<file path="config.mk">
export PLATFORM = sky130hd
export DESIGN_NAME = mem_io_sequencer
export DESIGN_NICKNAME = d
export VERILOG_FILES = /design/src/rtl/mem_io_sequencer.sv
export SDC_FILE = /design/constraint.sdc
export NUM_CORES = 1
export LEC_CHECK = 0
export ABC_AREA = 1
export CAP_MARGIN = 25
export CELL_PAD_IN_SITES_DETAIL_PLACEMENT = 1
export CELL_PAD_IN_SITES_GLOBAL_PLACEMENT = 1
export CORE_MARGIN = 1
export CORE_UTILIZATION = 37
export CTS_CLUSTER_DIAMETER = 100
export DETAILED_ROUTE_END_ITERATION = 10
export PLACE_DENSITY = 0.92
export SETUP_SLACK_MARGIN = 0.1
export SYNTH_ARGS = -nofsm -noshare
export SYNTH_HDL_FRONTEND = slang
export SYNTH_SLANG_ARGS = --single-unit
</file>
<file path="constraint.sdc">
create_clock -name clk -period 5.2 [get_ports clk]
set_input_delay 1.04 -clock clk [delete_from_list [all_inputs] [get_ports clk]]
set_output_delay 1.04 -clock clk [all_outputs]
set_load 0.02 [all_outputs]
</file>
<file path="src/rtl/mem_io_sequencer.sv">
// mem_io_sequencer
//   Operator front-end between push-button/switch inputs and a memory controller.
//   The operator picks a mode (read, write, burst-read), keys in the address and
//   optionally write data in switch-sized chunks, then the block issues a one-cycle
//   request and waits for the controller to complete, with a timeout.
//
// Ports
//   clk            in   1       clock, all logic on posedge
//   rst            in   1       asynchronous active-high reset
//   key0_pulse     in   1       select mode / abort / return to idle
//   key1_pulse     in   1       latch chunk / confirm mode / next burst beat
//   sw             in   SW_W    operator switches
//   memDone        in   1       controller idle/complete (low while busy)
//   read_data      in   DATA_W  controller read data, valid on memDone rise
//   memReq         out  1       one-cycle request strobe
//   modeOutput     out  2       00 read, 01 write
//   memoryAddress  out  ADDR_W  assembled address
//   write_data     out  DATA_W  assembled write data
//   displayData    out  DATA_W  operator display
//   ioDone         out  1       high while in DONE
//   errFlag        out  1       high while in ERROR
//   out_state      out  4       current state code
module mem_io_sequencer #(
    parameter int unsigned ADDR_W  = 25,
    parameter int unsigned DATA_W  = 16,
    parameter int unsigned SW_W    = 9,
    parameter int unsigned TIMEOUT = 1024
) (
    input  logic              clk,
    input  logic              rst,
    input  logic              key0_pulse,
    input  logic              key1_pulse,
    input  logic [SW_W-1:0]   sw,
    input  logic              memDone,
    input  logic [DATA_W-1:0] read_data,
    output logic              memReq,
    output logic [1:0]        modeOutput,
    output logic [ADDR_W-1:0] memoryAddress,
    output logic [DATA_W-1:0] write_data,
    output logic [DATA_W-1:0] displayData,
    output logic              ioDone,
    output logic              errFlag,
    output logic [3:0]        out_state
);

    localparam int unsigned CH    = SW_W - 1;
    localparam int unsigned NA    = (ADDR_W + CH - 2) / CH;
    localparam int unsigned ND    = (DATA_W + CH - 2) / CH;
    // Width of the final chunk, which takes all remaining upper bits.
    localparam int unsigned ALAST = ADDR_W - (NA - 1) * CH;
    localparam int unsigned DLAST = DATA_W - (ND - 1) * CH;
    localparam int unsigned KMAX  = (NA > ND) ? NA : ND;
    localparam int unsigned KW    = (KMAX > 1) ? $clog2(KMAX) : 1;
    localparam int unsigned TW    = $clog2(TIMEOUT);

    if (SW_W < 3) begin : g_bad_sw
        $error("SW_W must be at least 3");
    end
    if (TIMEOUT < 2) begin : g_bad_timeout
        $error("TIMEOUT must be at least 2");
    end
    if (ALAST > SW_W || DLAST > SW_W) begin : g_bad_last_chunk
        $error("final chunk is wider than the switch bus");
    end

    typedef enum logic [2:0] {
        StIdle  = 3'd0,
        StSel   = 3'd1,
        StAddr  = 3'd2,
        StData  = 3'd3,
        StIssue = 3'd4,
        StWait  = 3'd5,
        StDone  = 3'd6,
        StError = 3'd7
    } state_e;

    typedef enum logic [1:0] {
        ModeRead  = 2'b00,
        ModeWrite = 2'b01,
        ModeBurst = 2'b10
    } mode_e;

    state_e            state_q, state_d;
    mode_e             mode_q, mode_d;
    logic [KW-1:0]     k_q, k_d;
    logic [ADDR_W-1:0] addr_q, addr_d;
    logic [DATA_W-1:0] wdata_q, wdata_d;
    logic [DATA_W-1:0] disp_q, disp_d;
    logic [TW-1:0]     cnt_q, cnt_d;
    // Set once memDone has been seen low in WAIT; a later high is a completion.
    logic              seen_low_q, seen_low_d;

    always_ff @(posedge clk or posedge rst) begin
        if (rst) begin
            state_q    <= StIdle;
            mode_q     <= ModeRead;
            k_q        <= '0;
            addr_q     <= '0;
            wdata_q    <= '0;
            disp_q     <= '0;
            cnt_q      <= '0;
            seen_low_q <= 1'b0;
        end else begin
            state_q    <= state_d;
            mode_q     <= mode_d;
            k_q        <= k_d;
            addr_q     <= addr_d;
            wdata_q    <= wdata_d;
            disp_q     <= disp_d;
            cnt_q      <= cnt_d;
            seen_low_q <= seen_low_d;
        end
    end

    always_comb begin
        state_d    = state_q;
        mode_d     = mode_q;
        k_d        = k_q;
        addr_d     = addr_q;
        wdata_d    = wdata_q;
        disp_d     = disp_q;
        cnt_d      = cnt_q;
        seen_low_d = seen_low_q;

        case (state_q)
            StIdle: begin
                if (key0_pulse) state_d = StSel;
            end
            StSel: begin
                if (key0_pulse) begin
                    state_d = StIdle;
                end else if (key1_pulse && sw[1:0] != 2'b11) begin
                    mode_d  = mode_e'(sw[1:0]);
                    k_d     = '0;
                    state_d = StAddr;
                end
            end
            StAddr: begin
                if (key0_pulse) begin
                    state_d = StIdle;
                end else if (key1_pulse) begin
                    if (k_q == KW'(NA - 1)) begin
                        addr_d[ADDR_W-1 -: ALAST] = sw[ALAST-1:0];
                        k_d     = '0;
                        state_d = (mode_q == ModeWrite) ? StData : StIssue;
                    end else begin
                        addr_d[k_q*CH +: CH] = sw[CH-1:0];
                        k_d = k_q + KW'(1);
                    end
                end
            end
            StData: begin
                if (key0_pulse) begin
                    state_d = StIdle;
                end else if (key1_pulse) begin
                    if (k_q == KW'(ND - 1)) begin
                        wdata_d[DATA_W-1 -: DLAST] = sw[DLAST-1:0];
                        k_d     = '0;
                        state_d = StIssue;
                    end else begin
                        wdata_d[k_q*CH +: CH] = sw[CH-1:0];
                        k_d = k_q + KW'(1);
                    end
                end
            end
            StIssue: begin
                cnt_d      = '0;
                seen_low_d = 1'b0;
                state_d    = StWait;
            end
            StWait: begin
                if (seen_low_q && memDone) begin
                    disp_d  = (mode_q == ModeWrite) ? wdata_q : read_data;
                    state_d = StDone;
                end else if (cnt_q == TW'(TIMEOUT - 1)) begin
                    state_d = StError;
                end else begin
                    cnt_d = cnt_q + TW'(1);
                    if (!memDone) seen_low_d = 1'b1;
                end
            end
            StDone: begin
                if (key0_pulse) begin
                    state_d = StIdle;
                end else if (key1_pulse && mode_q == ModeBurst) begin
                    addr_d  = addr_q + ADDR_W'(1);
                    state_d = StIssue;
                end
            end
            StError: begin
                if (key0_pulse) state_d = StIdle;
            end
            default: state_d = StIdle;
        endcase
    end

    assign memReq        = (state_q == StIssue);
    // Burst reads look like plain reads to the controller.
    assign modeOutput    = (mode_q == ModeWrite) ? 2'b01 : 2'b00;
    assign memoryAddress = addr_q;
    assign write_data    = wdata_q;
    assign ioDone        = (state_q == StDone);
    assign errFlag       = (state_q == StError);
    assign out_state     = {1'b0, state_q};
    // Gated by rst so the switch pass-through does not show during reset.
    assign displayData   = rst ? '0 : ((state_q == StDone) ? disp_q : DATA_W'(sw));

endmodule

</file>
# Word-level counts from Yosys, hierarchy flattened
# Index checks and enable logic that the tools add are counted.
[op_classes] add_sub_neg=4 eq_ne=34 shift=4 muxes=46 bitwise_logic=2 reduce_logical=17
[ops] cell="25-bit two-way mux" count=4
[ops] cell="16-bit two-way mux" count=4
[ops] cell="25-bit case mux with 2 select lines" count=1
[ops] cell="3-bit two-way mux" count=15
[ops] cell="5-bit negator with 34-bit output" count=1
[ops] cell="8-bit by 34-bit variable shift with 16-bit output, first input constant" count=1
[ops] cell="8-bit by 34-bit variable shift with 25-bit output, first input constant" count=1
[ops] cell="8-bit by 34-bit variable part select with 16-bit output" count=1
[ops] cell="8-bit by 34-bit variable part select with 25-bit output" count=1
[ops] cell="2-bit inequality test, second input constant" count=14
[ops] cell="25-bit by 1-bit adder with 25-bit output, second input constant" count=1
[ops] cell="25-bit bitwise mux" count=1
[ops] cell="3-bit case mux with 8 select lines" count=1
[ops] cell="10-bit two-way mux" count=2
[ops] cell="10-bit case mux with 2 select lines" count=1
[ops] cell="3-bit inequality test, second input constant" count=6
[ops] cell="16-bit bitwise mux" count=1
[ops] cell="2-bit two-way mux" count=8
[ops] cell="3-bit == test, second input constant" count=4
[ops] cell="10-bit by 1-bit adder with 10-bit output, second input constant" count=1
[ops] cell="10-bit == test, second input constant" count=1
[ops] cell="9-bit two-way mux" count=1
[ops] cell="3-bit AND reduction" count=3
[ops] cell="9-bit AND reduction" count=1
[ops] cell="21 further kinds" count=32
[totals] register_bits=75 inputBits=30 output_inout_bits=66 wordCells=117

# Depth between registers and ports, before layout
[logic_depth] ltp_word=7 mapped_depth=11 mapped_depth_nobuf=11

# Least setup slack after synthesis
# OpenSTA, ideal clock, no wires.
[synth_timing] path_type="in2out" startpoint="in rst" endpoint="out displayData[8]" arrival_time_ns=4.214 required_ns=4.160 setup_slack_ns=-0.054 cell_stages=4 path_buffers=1 path_cell_list="inv_1 > clkbuf_1 > o21ai_0 > nor2_1"
[synth_between] elab_chain_cells=1
[synth_lines] element="from (decl)" line_no="30" text="input logic rst,"
[synth_lines] element="16-bit two-way mux" line_no="206" text="assign displayData = rst ? '0 : ((state_q == StDone) ? disp_q : DATA_W'(sw));"
[synth_lines] element="to (decl)" line_no="40" text="output logic [DATA_W-1:0] displayData,"
# Every way passes these cells.

# Worst setup path after layout
# Same ends and word-level chain as after synthesis.

==> key figures <==
Die
  • Num rows: 41
  • Die H: about 120 um
  • Initial Utilization: 0.380
  • I/O Pins: 96
  • Die width: 116 um
  • Core ar.: 12,700 sq um
  • Die ar.: 13,500 sq um

Critical path
  • Worst EP required: 4.16 ns
  • Worst path arrival time: 3.17 ns
  • Crit-path slowest cell: buf_4
  • Kind of critical path: primary input to output port
  • Crit end category: output port
  • WP buf/inv: 4
  • CP top delay family: buffers and inverters
  • Most frequent CP cell: clkdlybuf4s50_1
  • Crit Path Max Fanout: a little under 60
  • Crit-path cells: clkdlybuf4s50_1, clkinv_2, buf_4, o21ai_0, nor2_1, clkdlybuf4s50_1
  • Max incr delay on CP: 0.62 ns
  • Type of origin of the critical path: primary input

Synthesis
  • Simple logic cell fraction of the synthesized area: 0.346
  • Share of the synthesized area in the top cell type: 0.390
  • XOR/XNOR Fraction of Synth Area: 0.0145
  • Post-Syn Instances: 719
  • Post-synthesis async set-or-reset flop share: 1.00
  • EDFF count, synth: 0
  • FF+latch count, synth: 75
  • Most common cell in the netlist: nand2_1
  • Largest family of logic cells by synthesized area: simple AND/OR/NAND/NOR gates
  • Post-synthesis mux area share: 0
  • Adder-cell share of the synthesized area: 0.0234
  • Synth Flop Type: dfrtp_1
  • Cell Area, Synth: a little under 5000 sq um
  • Post-synth top area cell: dfrtp_1
  • Synth top area cells: dfrtp_1 39%, nand2_1 17%, nor2_1 7.5%
  • Synth Area in Compound Gates: 0.132
  • Post-synth cell types: 38
  • Syn avg cell area: 6.70 sq um
  • Synth top cells by count: 219 x nand2_1, 96 x nor2_1, 82 x inv_1
  • Yosys warns: 0
  • Register area share after synthesis: 0.390

Placed design
  • Placer Congestion: 0.868
  • Area after DPL: between 5000 and 6000 sq um
  • I/O Buffers: 93
  • Placement Setup Slack: 0.967 ns
  • Final HPWL DP: 12,500 um

CTS
  • H-tree Lvls: 3
  • Hold Buf Count CTS: 0
  • CTS Sinks: 75
  • Worst skew pair latency: 0.34 ns
  • Num CTS Buffers: 9
  • CTS clock-pin slew for the worst setup and hold paths: ~0.06 ns
  • Post-CTS Repair Setup Buffers: 0
  • Clock root buffer: clkbuf_16
  • # resized after CTS: 0
  • Clk buf depth: 2
  • CTS tree: yes

Cells and area
  • Ant diodes: 0
  • Share of cells above drive strength 1: 0.0519
  • Final Instance Area: 6190 sq um
  • Area delta synth->final: 28.5%
  • Layout Nets: 844

Routing
  • Vias per inst: 5.28
  • Residual DRC: 0
  • Detailed Route WL: 17,000 um
  • 1st-iter DRT viols: 302
  • Vias post-DR: 5,189
  • Antenna Nets Post-Route: 0
  • DRT Pass-1 Iters: 4
  • Routed len/inst: 17.3 um

STA
  • Headroom to the max-slew limit: 0.478
  • Crit share post-route: 0.809
  • Worst Skew: between 0.005 and 0.006 ns
  • Hold Slack: 0.515 ns
  • Final setup TNS: 0 ns
  • Slew Viols, Final: 0
  • Endpoints failing setup: 0
  • Min Clock Period, post-route: between 4 and 5 ns
  • RSZ-0062 raised after global routing: no
  • Fmax: 238 MHz
  • Pin slew with the least headroom to its limit: 0.783 ns
  • Final Hold Viols: 0
  • PnR worst setup slack: 0.993 ns

Status
  • Status: finished, final reports clean

Power and ir drop
  • Total power: 3.00 mW
  • LEAKAGE: 2.88 nW
  • PD cells: 485 nW/um^2
  • VDD IR-drop max: 154 uV

Global routing
  • Antenna violations before repair: 0
  • Grt ovf: 0
  • GRT Overall Usage: 0.266
  • First-pass GRT wire length: 27,200 um
  • Vias in the first global route: 5,355
  • Largest net degree at the start of global routing: 60

Min path
  • HP Class: flip-flop to flip-flop

Run
  • Max-cap violations: 0
## state kept, by name (all words and copies together) (netlist names)
name,cells
state_q,3
cnt_q,10
memoryAddress,25
write_data,16
seen_low_q,1
mode_q,2
disp_q,16
k_q,2
## metrics by stage
step,util,std cells
floorplan,-,720
global placement,0.465,966
detailed placement,0.465,966
CTS,0.489,982
global route,0.489,982
finish,0.489,982
## layout by cell type, fill, tap and decap left out, types with 4 or more instances in the layout
cell and n:
clkbuf_16 9, buf_4 4, xor2_1 7, a31oi_1 11
nand2_1 219, inv_2 8, ha_1 9, nor3_1 9
a21oi_1 18, nand3_1 51, clkdlybuf4s50_1 93, o21ai_1 19
o21ai_0 44, or2_2 4, nand4_1 10, o211ai_1 7
dfrtp_1 75, nor2_1 96, inv_1 81
## logic make-up (layout without fill, tap and decap cells)
group / Yosys count / in the layout
other: 1 / 2
DFF: 75 / 75
adders and majority gates: 9 / 9
xor gates and xnor gates: 8 / 8
AOI/OAI and AO/OA: 112 / 112
and+or+nand+nor: 400 / 400
buffers and inverters: 114 / 204
## final timing paths
| path | startpoint | end | slack [ns] | cells past startpoint |
|---|---|---|---|---|
| min | write_data[11] | write_data[11] | 0.52 | 2 |
| max reg2reg | state_q[0] | memoryAddress[20] | 2.38 | 6 |
| max in group asynchronous | rst | disp_q[2] | 2.99 | 4 |
| max | rst | displayData[8] | 0.99 | 6 |
| min in group asynchronous | rst | disp_q[11] | 1.36 | 3 |
| min reg2reg | write_data[11] | write_data[11] | 0.52 | 2 |
## where the power goes
part | total [mW] | switching [mW] | internal, mW | leakage [nW]
Clock | 0.641 | 0.256 | 0.385 | 0.148
Combinational | 1.35 | 0.832 | 0.516 | 1.82
Sequential | 1.02 | 0.228 | 0.787 | 0.912
## routing by layer
metal,wire length [um],vias to the layer above,GRT usage,share of wire
li1,-,2472,-,-
met1,7380,2525,0.323,0.44
met2,8240,149,0.454,0.49
met3,788,43,0.0514,0.046
met4,546,0,0.125,0.032
met5,0,-,0,0
## worst min-delay path: stages, from the launching register on
cell and delay, ns:
dfrtp_1 0.36, nand2_1 0.06, o21ai_0 0.06
## layout make-up
class / count / area [sq um]
timing repair buffer: 97 / 961
sequential: 75 / 1880
tap: 172 / 215
fill: 1673 / 6480
inverter: 91 / 343
multi-input combinational: 531 / 2490
clock buffer: 10 / 239
clock inverter: 6 / 65.1
Note: power is estimated with default switching activity, not from simulation.
